$ cat src/rtl/sram_arbiter.sv
// Two-master SRAM-style arbiter: data master (m0) and inst master (m1) share one slave port.
// Zero-latency combinational grant, in-order response routing via a 1-bit ID FIFO.
module sram_arbiter #(
  parameter int unsigned DEPTH        = 4,
  parameter int unsigned STARVE_LIMIT = 8
) (
  input  logic        clk,
  input  logic        resetn,
  // data master
  input  logic        m0_req,
  input  logic        m0_wr,
  input  logic [2:0]  m0_size,
  input  logic [31:0] m0_addr,
  input  logic [31:0] m0_wdata,
  input  logic [3:0]  m0_wstrb,
  output logic [31:0] m0_rdata,
  output logic        m0_addr_ok,
  output logic        m0_data_ok,
  // inst master
  input  logic        m1_req,
  input  logic [31:0] m1_addr,
  output logic [31:0] m1_rdata,
  output logic        m1_addr_ok,
  output logic        m1_data_ok,
  // slave
  output logic        s_req,
  output logic        s_wr,
  output logic [2:0]  s_size,
  output logic [31:0] s_addr,
  output logic [31:0] s_wdata,
  output logic [3:0]  s_wstrb,
  input  logic [31:0] s_rdata,
  input  logic        s_addr_ok,
  input  logic        s_data_ok,
  output logic        err_orphan
);

  localparam int unsigned PTR_W    = (DEPTH > 1) ? $clog2(DEPTH) : 1;
  localparam int unsigned CNT_W    = PTR_W + 1;
  localparam int unsigned STARVE_W = 8;

  logic [DEPTH-1:0]    ids_q;
  logic [PTR_W-1:0]    wr_ptr_q, rd_ptr_q;
  logic [CNT_W-1:0]    cnt_q, cnt_d;
  logic [STARVE_W-1:0] starve_q, starve_d;
  logic                err_orphan_q;

  logic force_inst_c, full_c, empty_c;
  logic gnt_m0_c, gnt_m1_c;
  logic push_c, pop_c, head_c;

  assign force_inst_c = (starve_q == STARVE_W'(STARVE_LIMIT)) && m1_req;
  assign full_c       = (cnt_q == CNT_W'(DEPTH));
  assign empty_c      = (cnt_q == '0);

  assign gnt_m0_c = m0_req && !force_inst_c;
  assign gnt_m1_c = !gnt_m0_c && m1_req;

  // Request path: gated by reset and by FIFO space, no buffering.
  assign s_req      = resetn && !full_c && (gnt_m0_c || gnt_m1_c);
  assign m0_addr_ok = s_req && gnt_m0_c && s_addr_ok;
  assign m1_addr_ok = s_req && gnt_m1_c && s_addr_ok;

  assign s_wr    = gnt_m0_c ? m0_wr    : 1'b0;
  assign s_size  = gnt_m0_c ? m0_size  : 3'd2;
  assign s_addr  = gnt_m0_c ? m0_addr  : m1_addr;
  assign s_wdata = gnt_m0_c ? m0_wdata : 32'd0;
  assign s_wstrb = gnt_m0_c ? m0_wstrb : 4'd0;

  // Response path: head ID of the order FIFO selects which master sees data_ok.
  assign push_c  = s_req && s_addr_ok;
  assign pop_c   = resetn && s_data_ok && !empty_c;
  assign head_c  = ids_q[rd_ptr_q];

  assign m0_data_ok = pop_c && !head_c;
  assign m1_data_ok = pop_c && head_c;
  assign m0_rdata   = s_rdata;
  assign m1_rdata   = s_rdata;
  assign err_orphan = err_orphan_q;

  always_comb begin
    cnt_d = cnt_q;
    if (push_c && !pop_c) begin
      cnt_d = cnt_q + CNT_W'(1);
    end else if (pop_c && !push_c) begin
      cnt_d = cnt_q - CNT_W'(1);
    end
  end

  // Starvation counter: counts m0 wins while m1 waits, saturating at the limit.
  always_comb begin
    starve_d = starve_q;
    if (!m1_req || m1_addr_ok) begin
      starve_d = '0;
    end else if (m0_addr_ok && (starve_q < STARVE_W'(STARVE_LIMIT))) begin
      starve_d = starve_q + STARVE_W'(1);
    end
  end

  always_ff @(posedge clk or negedge resetn) begin
    if (!resetn) begin
      ids_q        <= '0;
      wr_ptr_q     <= '0;
      rd_ptr_q     <= '0;
      cnt_q        <= '0;
      starve_q     <= '0;
      err_orphan_q <= 1'b0;
    end else begin
      if (push_c) begin
        ids_q[wr_ptr_q] <= gnt_m1_c;
        wr_ptr_q        <= wr_ptr_q + PTR_W'(1);
      end
      if (pop_c) begin
        rd_ptr_q <= rd_ptr_q + PTR_W'(1);
      end
      cnt_q    <= cnt_d;
      starve_q <= starve_d;
      if (s_data_ok && empty_c) begin
        err_orphan_q <= 1'b1;
      end
    end
  end

endmodule

$ cat config.mk
export PLATFORM = sky130hd
export DESIGN_NAME = sram_arbiter
export DESIGN_NICKNAME = d
export VERILOG_FILES = /design/src/rtl/sram_arbiter.sv
export SDC_FILE = /design/constraint.sdc
export NUM_CORES = 1
export LEC_CHECK = 0
export BUFFER_PORTS_ARGS = -buffer_cell sky130_fd_sc_hd__buf_2
export CORE_AREA = 5 5 107 109
export CTS_CLUSTER_DIAMETER = 150
export DETAILED_ROUTE_END_ITERATION = 12
export DIE_AREA = 0 0 112 114
export PLACE_DENSITY = 0.65
export SLEW_MARGIN = 20
export SYNTH_ARGS = -nofsm -noshare
export SYNTH_HDL_FRONTEND = slang
export SYNTH_SLANG_ARGS = --single-unit
$ cat constraint.sdc
create_clock -name clk -period 6.5 [get_ports clk]
set_clock_uncertainty 0.15 [all_clocks]
set_input_delay 0.65 -clock clk [delete_from_list [all_inputs] [get_ports clk]]
set_output_delay 0.65 -clock clk [all_outputs]
set_load 0.03 [all_outputs]
==> results of run 1 <==
-- cells by family after synthesis --
logic type,count (synthesis)
flops,20
simple gates,165
mux,7
fa+ha+maj,8
buf+inv,82
compound gates,11
xor+xnor,7
-- cell type report --
cell class	instances	area, um2	share of cell area [%]
multi-input cells	198	1130	40.0
inverters	7	26.3	0.927
clock buffers	4	55.1	1.94
flip-flops and latches	20	500	17.7
well taps	140	175	6.18
repair buffers	188	943	33.3
-- routing by layer --
| layer | GRT usage, % | vias up |
|---|---|---|
| met1 | 15.4 | 1020 |
| li1 | - | 1090 |
| met4 | 2.24 | 0 |
| met2 | 22.6 | 149 |
| met3 | 3.93 | 14 |
| met5 | 0 | - |
-- worst paths after layout --
path	cells past startpoint	from	slack (ns)	end
worst max register to register	9	cnt_q[2]$_DFFE_PN0P_	4.12	cnt_q[2]$_DFFE_PN0P_
max in group asynchronous	1	resetn	5.67	wr_ptr_q[0]$_DFFE_PN0P_
worst min-delay path	1	resetn	0.19	starve_q[1]$_DFFE_PN0P_
min in group clk	1	err_orphan$_DFFE_PN0P_	0.33	err_orphan$_DFFE_PN0P_
worst min register to register	1	err_orphan$_DFFE_PN0P_	0.33	err_orphan$_DFFE_PN0P_
worst max-delay path	6	starve_q[0]$_DFFE_PN0P_	3.44	s_wstrb[3]
-- worst max-delay path: cells and delay by family (launching register included) --
family                   cells  cell delay [ns]
buffers and inverters        2             0.31
AND/OR/NAND/NOR              2             0.47
flip-flops                   1             0.41
AO/OA/AOI/OAI                1             0.57
adder cells (fa/ha/maj)      1             0.20
-- layout by cell type, fill, tap and decap left out, types with 2 or more instances in the layout --
cell type    n
and2_1      44
ha_1         7
buf_2      187
nand2b_1     2
xor2_1       2
nor2_1       8
o21ai_2      2
inv_1        6
mux2_2       5
xnor2_1      5
dfrtp_1     20
nand2_1    101
clkbuf_8     4
o21ai_0      2
-- sequential cells by signal, indices dropped and copies added (netlist names) --
signal / flops
cnt_q: 3
err_orphan: 1
ids_q: 4
rd_ptr_q: 2
starve_q: 8
wr_ptr_q: 2
-- through the flow --
step	hold slack (ns)	setup WS (ns)	utilization, %	area [um2]	total power (W)
4_1_cts	0.218	3.03	26.9	2830	0.000586
3_3_place_gp	0.306	3.26	26.4	2770	0.000481
6_report	0.194	3.44	27.0	2840	0.000580
3_5_place_dp	0.324	3.18	26.4	2770	0.000490
5_1_grt	0.230	3.24	27.0	2840	0.000629
2_1_floorplan	0.204	3.83	-	2210	0.000461
-- power groups by stage --
stage	sequential [W]	combinational [W]	clock [W]
global route	0.000201	0.000325	0.000103
floorplan	0.000191	0.000269	0
finish	0.000194	0.000292	0.0000938
global placement	0.000191	0.000289	0
detailed placement	0.000197	0.000293	0
CTS	0.000195	0.000296	0.0000952
==> impl_metrics.toml, run 1 <==
[run]
drv_cap = 0

[clock_network]
clk_path_buf_depth = 2
cts_sinks = 20
cts_tree = "yes"
clk_latency_ns = 0.26
ctsResizeCount = 0
root_buffer = "clkbuf_8"
ctsHoldBuffers = 0
h-tree-depth = 1
cts_setup_buffers = 0
clkTransAtPathRegs_ns = 0.07
cts_buffers = 3

[pwr]
power_density_nw_per_um2 = 204
power.leakage_nw = 1.68
peakVddDrop_uv = 202
power_frac_seq_pct = 33.4
p_sw_w = 0.000245
switching_share_pct = 42.3
p_int_w = 0.000334
combPwrFrac_pct = 50.4
clkPwrFrac_pct = 16.2

[route]
wl_met1_um = 3530
via_count = 2273
drtPass1Iterations = 4
highest_layer = "met4"
drt_iter0_drc = 108
drt-total-wl_um = 8980
avgViaCountPerCell = 4.08
wl_met3_um = 846
drc = 0
wl_met2_um = 4470
wl_per_cell_um = 16.1
drtAntennaViolNets = 0

[placement]
dp_hpwl_um = 7790
dpl.cell_count = 553
place.gp.congestion = 0.830
port_buffers = 187

[synth]
synth_top_family_by_area = "simple AND/OR/NAND/NOR gates"
synthMuxAreaShare_pct = 4.02
yosysTopAreaCell = "dfrtp_1"
synthCells = 300
synth-main-ff-cell = "dfrtp_1"
synth_xor_area_share_pct = 2.78
async_reset_ff_share_pct = 100
avgSynthCellArea_um2 = 7.36
synth_top_area_share_pct = 22.7
synth-edff-count = 0
yosysUniqueCellTypes = 37
ys_seq_area_share_pct = 22.7
synthTopCellsByCount = "nand2_1, buf_4, and2_1"
ys.warnings.count = 0
synthAdderAreaFrac_pct = 4.88
synth_compound_area_share_pct = 3.68
synthTopCellsByArea = "dfrtp_1, buf_4, nand2_1"
synth_area_um2 = 2210
synth.most_common_cell = "nand2_1"
synthSimpleGateAreaFrac_pct = 35.7
synth-seq-cells = 20
synth_nets = 450

[cells_and_area]
drive_above_1_share_pct = 49.6
num_antenna_cells = 0
layoutNonFillerInstCount = 557
nets = 568
fillers = 1176
syn2layout_area_growth_pct = 28.5

[sta]
finalCritPeriodShare_pct = 47.0
setup_viol = 0
fin_crit_ns = 3.06
grt_setup_unrepaired = "no"
max_slew_margin_pct = 55.3
slew_violations = 0
hold_violations = 0
worst_pin_slew_ns = 0.671
fin_tns_setup_ns = 0
fmax_mhz = 327

[die]
rows = 38
die-area_um2 = 12800
die_w_um = 112
ioPinCount = 284
fp.dieH_um = 114
initial_core_util_pct = 21.0
core_region_area_um2 = 10500

[grt]
grt_pass1_vias = 2308
gr-usage-all-layers_pct = 12.7
overflow = 0
grt_pass1_wl_um = 13000
antenna_found_initial = 0
grt_max_degree = 75

[critical_path]
end_kind = "output port"
worst_path_largest_cell_delay_ns = 0.57
worstPathArrival_ns = 2.26
cp_max_fo = 74
path_class = "reg2out"
cp-start-kind = "flop"
cp_slowest_cell = "o21a_4"
path_cells = "inv_1 -> ha_1 -> nand4b_1 -> o21a_4 -> and2_1 -> buf_2"
required_ns = 5.70

[hold_path]
hold_class = "in2async"

[run_status]
outcome = "finished clean"
Power figures use the tool's default switching activity.
==> inputs of run 2 (changes only) <==
==> constraint.sdc (replaced) <==
create_clock -name clk -period 3.2 [get_ports clk]
set_clock_uncertainty 0.15 [all_clocks]
set_input_delay 0.32 -clock clk [delete_from_list [all_inputs] [get_ports clk]]
set_output_delay 0.32 -clock clk [all_outputs]
set_load 0.03 [all_outputs]
==> run 2 against run 1 <==
Net effect: power is 100% higher; count of clock-buffer cells in the layout stayed put; final area is 0.62% higher; non-clock buffer count is 2 higher; combinational power is 110% higher; highest routed layer unchanged; critical endpoint is now s_addr[13]; utilization is 0.17 points higher; global-route usage is 0.064 points lower.
==> impl_metrics.toml, run 2 (same netlist as run 1, synthesis figures left out) <==
[run_status]
outcome = "finished clean"

[sta]
fmax_mhz = 364
grt_setup_unrepaired = "no"
fin_tns_setup_ns = 0
fin_crit_ns = 2.74
max_slew_margin_pct = 55.0
slew_violations = 0
setup_viol = 0
worst_pin_slew_ns = 0.676
finalCritPeriodShare_pct = 85.8
hold_violations = 0

[pwr]
peakVddDrop_uv = 424
power.leakage_nw = 1.68
power_density_nw_per_um2 = 413
p_total_w = 0.00118
clkPwrFrac_pct = 15.9
p_sw_w = 0.000495
p_int_w = 0.000682
combPwrFrac_pct = 51.0
power_frac_seq_pct = 33.1
switching_share_pct = 42.0

[critical_path]
crit_end = "s_addr[13]"
ff2ff_setup_slack_ns = 0.77
worstPathArrival_ns = 2.27
critPathBufInv = 2
path_cells = "or4_4 -> o21ai_2 -> buf_4 -> nand2_1 -> nand2_1 -> buf_2"
cp_max_fo = 32
cp_num_cells = 6
worst_path_largest_cell_delay_ns = 0.59
reg2reg_from = "cnt_q[2]$_DFFE_PN0P_"
r2r_end = "cnt_q[2]$_DFFE_PN0P_"
path_common_cell = "nand2_1"
required_ns = 2.73
end_kind = "output port"
rr_worst_depth = 9
startpoint = "starve_q[6]$_DFFE_PN0P_"
cp-start-kind = "flop"
path_delay_family = "simple AND/OR/NAND/NOR gates"
cp_slowest_cell = "or4_4"
path_class = "reg2out"

[clock_network]
clk_path_buf_depth = 2
clkTransAtPathRegs_ns = 0.07
cts_tree = "yes"
root_buffer = "clkbuf_8"
cts_setup_buffers = 0
h-tree-depth = 1
cts_sinks = 20
ctsResizeCount = 0
clk_latency_ns = 0.25
cts_buffers = 3

[grt]
gr-usage-all-layers_pct = 12.7
grt_pass1_wl_um = 12800
antenna_found_initial = 0
overflow = 0
grt_pass1_vias = 2226
grt_max_degree = 75

[cells_and_area]
final_cell_mix = "buf_2, nand2_1, and2_1"
nets = 570
num_antenna_cells = 0
layoutNonFillerInstCount = 559
stdcell_area_um2 = 2850
drive_above_1_share_pct = 49.6
largest_reg_flops = 8
top_regs = "starve_q: 8 flops, ids_q: 4 flops, cnt_q: 3 flops"
layout_commonest_cell = "buf_2"
utilization_pct = 27.1
largest-register = "starve_q"
syn2layout_area_growth_pct = 29.3
fillers = 1191

[die]
rows = 38
ioPinCount = 284
die-area_um2 = 12800
die_w_um = 112
fp.dieH_um = 114
core_region_area_um2 = 10500
initial_core_util_pct = 21.0

[route]
wl_per_cell_um = 15.9
avgViaCountPerCell = 4.03
drtAntennaViolNets = 0
drt-total-wl_um = 8900
drtPass1Iterations = 4
drt_iter0_drc = 65
via_count = 2253
drc = 0

[placement]
port_buffers = 187
place.gp.congestion = 0.844
dp_hpwl_um = 7740
place_area_um2 = 2780
dpl.cell_count = 554

[run]
drv_cap = 0

[hold_path]
hold_class = "in2reg"
run 2: changes by cell type in the layout (fill, tap and decap cells not counted):
cell	before	now
buf_4	1	2
dlygate4sd3_1	0	1
run 2: what timing repair did:
action                                 4_1_cts  5_1_grt
endpoints found under the hold margin       20        0
hold buffers                                 1        0
setup endpoints to repair                    0        0
run 2: metal layers:
| metal | vias to the layer above | share of wire (%) | track usage [%] |
|---|---|---|---|
| met3 | 10 | 9.8 | 4.35 |
| met2 | 131 | 50 | 22.1 |
| li1 | 1095 | - | - |
| met1 | 1017 | 39 | 15.0 |
| met5 | - | 0 | 0.392 |
| met4 | 0 | 1.6 | 2.88 |
run 2: power by group through the flow:
stage / clock network [W] / registers [W] / logic, W
floorplan: 0 / 0.000389 / 0.000547
finish: 0.000187 / 0.000389 / 0.000601
global route: 0.000204 / 0.000404 / 0.000662
detailed placement: 0 / 0.000396 / 0.000606
global placement: 0 / 0.000388 / 0.000590
CTS: 0.000194 / 0.000391 / 0.000610
run 2: area by class of cell:
class / instances / area, um2 / share of cell area [%]
clock buffer: 4 / 55.1 / 1.93
inverter: 7 / 26.3 / 0.921
sequential: 20 / 500 / 17.5
tap: 140 / 175 / 6.14
multi-input combinational: 198 / 1130 / 39.8
timing repair buffer: 190 / 961 / 33.7
run 2: worst min-delay path by stage:
stage | slack (ns) | from | cells after the start | endpoint
finish | 0.18 | s_data_ok | 3 | err_orphan$_DFFE_PN0P_
global placement | 0.17 | resetn | 2 | starve_q[1]$_DFFE_PN0P_
CTS | 0.17 | s_data_ok | 3 | err_orphan$_DFFE_PN0P_
floorplan | -0.13 | resetn | 0 | cnt_q[0]$_DFFE_PN0P_
detailed placement | 0.18 | resetn | 2 | cnt_q[2]$_DFFE_PN0P_
global route | 0.20 | s_data_ok | 3 | err_orphan$_DFFE_PN0P_
run 2: per-stage QoR:
stage,hold WS (ns),setup WS [ns]
floorplan,-0.126,0.861
global placement,0.165,0.457
detailed placement,0.182,0.377
CTS,0.172,0.0878
global route,0.199,0.308
finish,0.178,0.455
run 2: worst register-to-register path: cells and delay by family, from the launching register on:
family / cells / cell delay, ns
DFF: 1 / 0.41
adders and majority gates: 2 / 0.60
buffers and inverters: 2 / 0.21
xor gates and xnor gates: 2 / 0.33
and+or+nand+nor: 3 / 0.65
==> inputs of run 3 (changes only) <==
--- a/config.mk
+++ b/config.mk
@@ -7,10 +7,10 @@
 export LEC_CHECK = 0
 export BUFFER_PORTS_ARGS = -buffer_cell sky130_fd_sc_hd__buf_2
 export CORE_AREA = 5 5 107 109
+export CTS_BUF_LIST = sky130_fd_sc_hd__clkbuf_8
 export CTS_CLUSTER_DIAMETER = 150
 export DETAILED_ROUTE_END_ITERATION = 12
 export DIE_AREA = 0 0 112 114
-export PLACE_DENSITY = 0.65
 export SLEW_MARGIN = 20
 export SYNTH_ARGS = -nofsm -noshare
 export SYNTH_HDL_FRONTEND = slang
==> run 3 against run 2 <==
Net effect: largest power group unchanged; flip-flop and latch count stayed put; largest cell class unchanged; die area unchanged; setup slack gained 0.030 ns; critical path depth up 1; fmax rose by 1.1%; worst hold slack worse by 0.0025 ns; final area up 0.57%; count of clock-buffer cells in the layout fell by 1; combinational power fell by 0.8%; utilization rose by 0.15 points.
==> impl_metrics.toml, run 3 (same netlist as run 1, synthesis figures left out) <==
[cells_and_area]
num_antenna_cells = 0
largest-register = "starve_q"
syn2layout_area_growth_pct = 30.0
final_cell_mix = "buf_2, nand2_1, and2_1"
largest_reg_flops = 8
drive_above_1_share_pct = 49.6
layoutNonFillerInstCount = 559
layout_commonest_cell = "buf_2"
nets = 570
top_regs = "starve_q: 8 flops, ids_q: 4 flops, cnt_q: 3 flops"

[sta]
finalCritPeriodShare_pct = 84.8
slew_violations = 0
fin_tns_setup_ns = 0
grt_setup_unrepaired = "no"
worst_hold_slack_ns = 0.175
max_slew_margin_pct = 54.6
setup_viol = 0
fin_crit_ns = 2.72
worst_pin_slew_ns = 0.681
fmax_mhz = 368
hold_violations = 0

[clock_network]
cts_tree = "yes"
clk_path_buf_depth = 2
cts_buffers = 3
clkTransAtPathRegs_ns = 0.08
clk_latency_ns = 0.26
root_buffer = "clkbuf_8"
cts_sinks = 20
h-tree-depth = 1

[critical_path]
cp-start-kind = "flop"
worstPathArrival_ns = 2.25
path_class = "reg2out"
cp_max_fo = 74
ff2ff_setup_slack_ns = 0.82
end_kind = "output port"
required_ns = 2.73

[placement]
dpl.cell_count = 554
port_buffers = 187
dp_hpwl_um = 7610
place.gp.congestion = 0.849

[grt]
grt_pass1_vias = 2251
gr-usage-all-layers_pct = 12.5
grtUsageMet3_pct = 5.41
grt_max_degree = 75
antenna_found_initial = 1
top_usage_layer = "met2"
grt_use_met2_pct = 20.8
overflow = 0
grt_pass1_wl_um = 12900
grt_use_met1_pct = 15.0

[run]
drv_cap = 0

[die]
initial_core_util_pct = 21.0
ioPinCount = 284
rows = 38
core_region_area_um2 = 10500
die-area_um2 = 12800
fp.dieH_um = 114
die_w_um = 112

[run_status]
outcome = "finished clean"

[pwr]
power_density_nw_per_um2 = 430
peakVddDrop_uv = 425
power.leakage_nw = 1.69

[hold_path]
hold_class = "in2reg"

[route]
drtPass1Iterations = 4
drt-total-wl_um = 8750
drc = 0
drtAntennaViolNets = 0
via_count = 2269
drt_iter0_drc = 93
wl_per_cell_um = 15.7
avgViaCountPerCell = 4.06
run 3: cell count changes in the layout (fill, tap and decap cells not counted), sizes merged:
| cell | before | now |
|---|---|---|
| clkbuf | 4 | 3 |
| bufinv | 0 | 1 |
run 3: power breakdown:
| group | switching [W] | total, W | internal, W | leakage, nW |
|---|---|---|---|---|
| Clock | 0.0000844 | 0.000251 | 0.000167 | 0.0357 |
| Combinational | 0.000350 | 0.000596 | 0.000246 | 1.40 |
| Sequential | 0.0000601 | 0.000386 | 0.000326 | 0.256 |
run 3: critical path: stages (launching register included):
cell and delay, ns:
dfrtp_1 0.41, inv_1 0.06, ha_1 0.19, nand4b_1 0.16, o21a_4 0.57, nand2_1 0.18
nand2_1 0.15, buf_2 0.23
run 3: worst paths after layout:
| check | cells past startpoint | endpoint | startpoint |
|---|---|---|---|
| max in group asynchronous | 3 | cnt_q[2]$_DFFE_PN0P_ | resetn |
| worst min-delay path | 3 | err_orphan$_DFFE_PN0P_ | s_data_ok |
| min in group asynchronous | 3 | cnt_q[0]$_DFFE_PN0P_ | resetn |
| worst max register to register | 9 | cnt_q[2]$_DFFE_PN0P_ | cnt_q[2]$_DFFE_PN0P_ |
| worst min register to register | 1 | err_orphan$_DFFE_PN0P_ | err_orphan$_DFFE_PN0P_ |
| worst max-delay path | 7 | s_addr[12] | starve_q[0]$_DFFE_PN0P_ |
run 3: cell type report:
cell class,count,area [um2]
fill,1189,7640
multi-input combinational,198,1130
timing repair buffer,190,961
sequential,20,500
tap,140,175
clock buffer,3,41.3
clock inverter,1,30.0
inverter,7,26.3
run 3: through the flow:
step	utilization (%)	cell area (um2)	worst slack, ns	total power (W)
final	27.3	2870	0.485	0.00123
after global routing	27.3	2870	0.350	0.00132
after CTS	27.2	2860	0.0649	0.00125
after detailed placement	26.5	2780	0.385	0.000994
after global placement	26.5	2780	0.438	0.000980
after floorplan	-	2210	0.861	0.000936
run 3: per-layer routing:
layer  vias up  share of wire, %
li1       1096                 -
met2       136                48
met5         -              0.13
met3        14                12
met4         2               1.7
met1      1021                38
run 3: repair_timing:
item	CTS	global route
endpoints found under the hold margin	20	0
hold buffers	1	0
buffers inserted	0	0
gates resized for setup	0	0
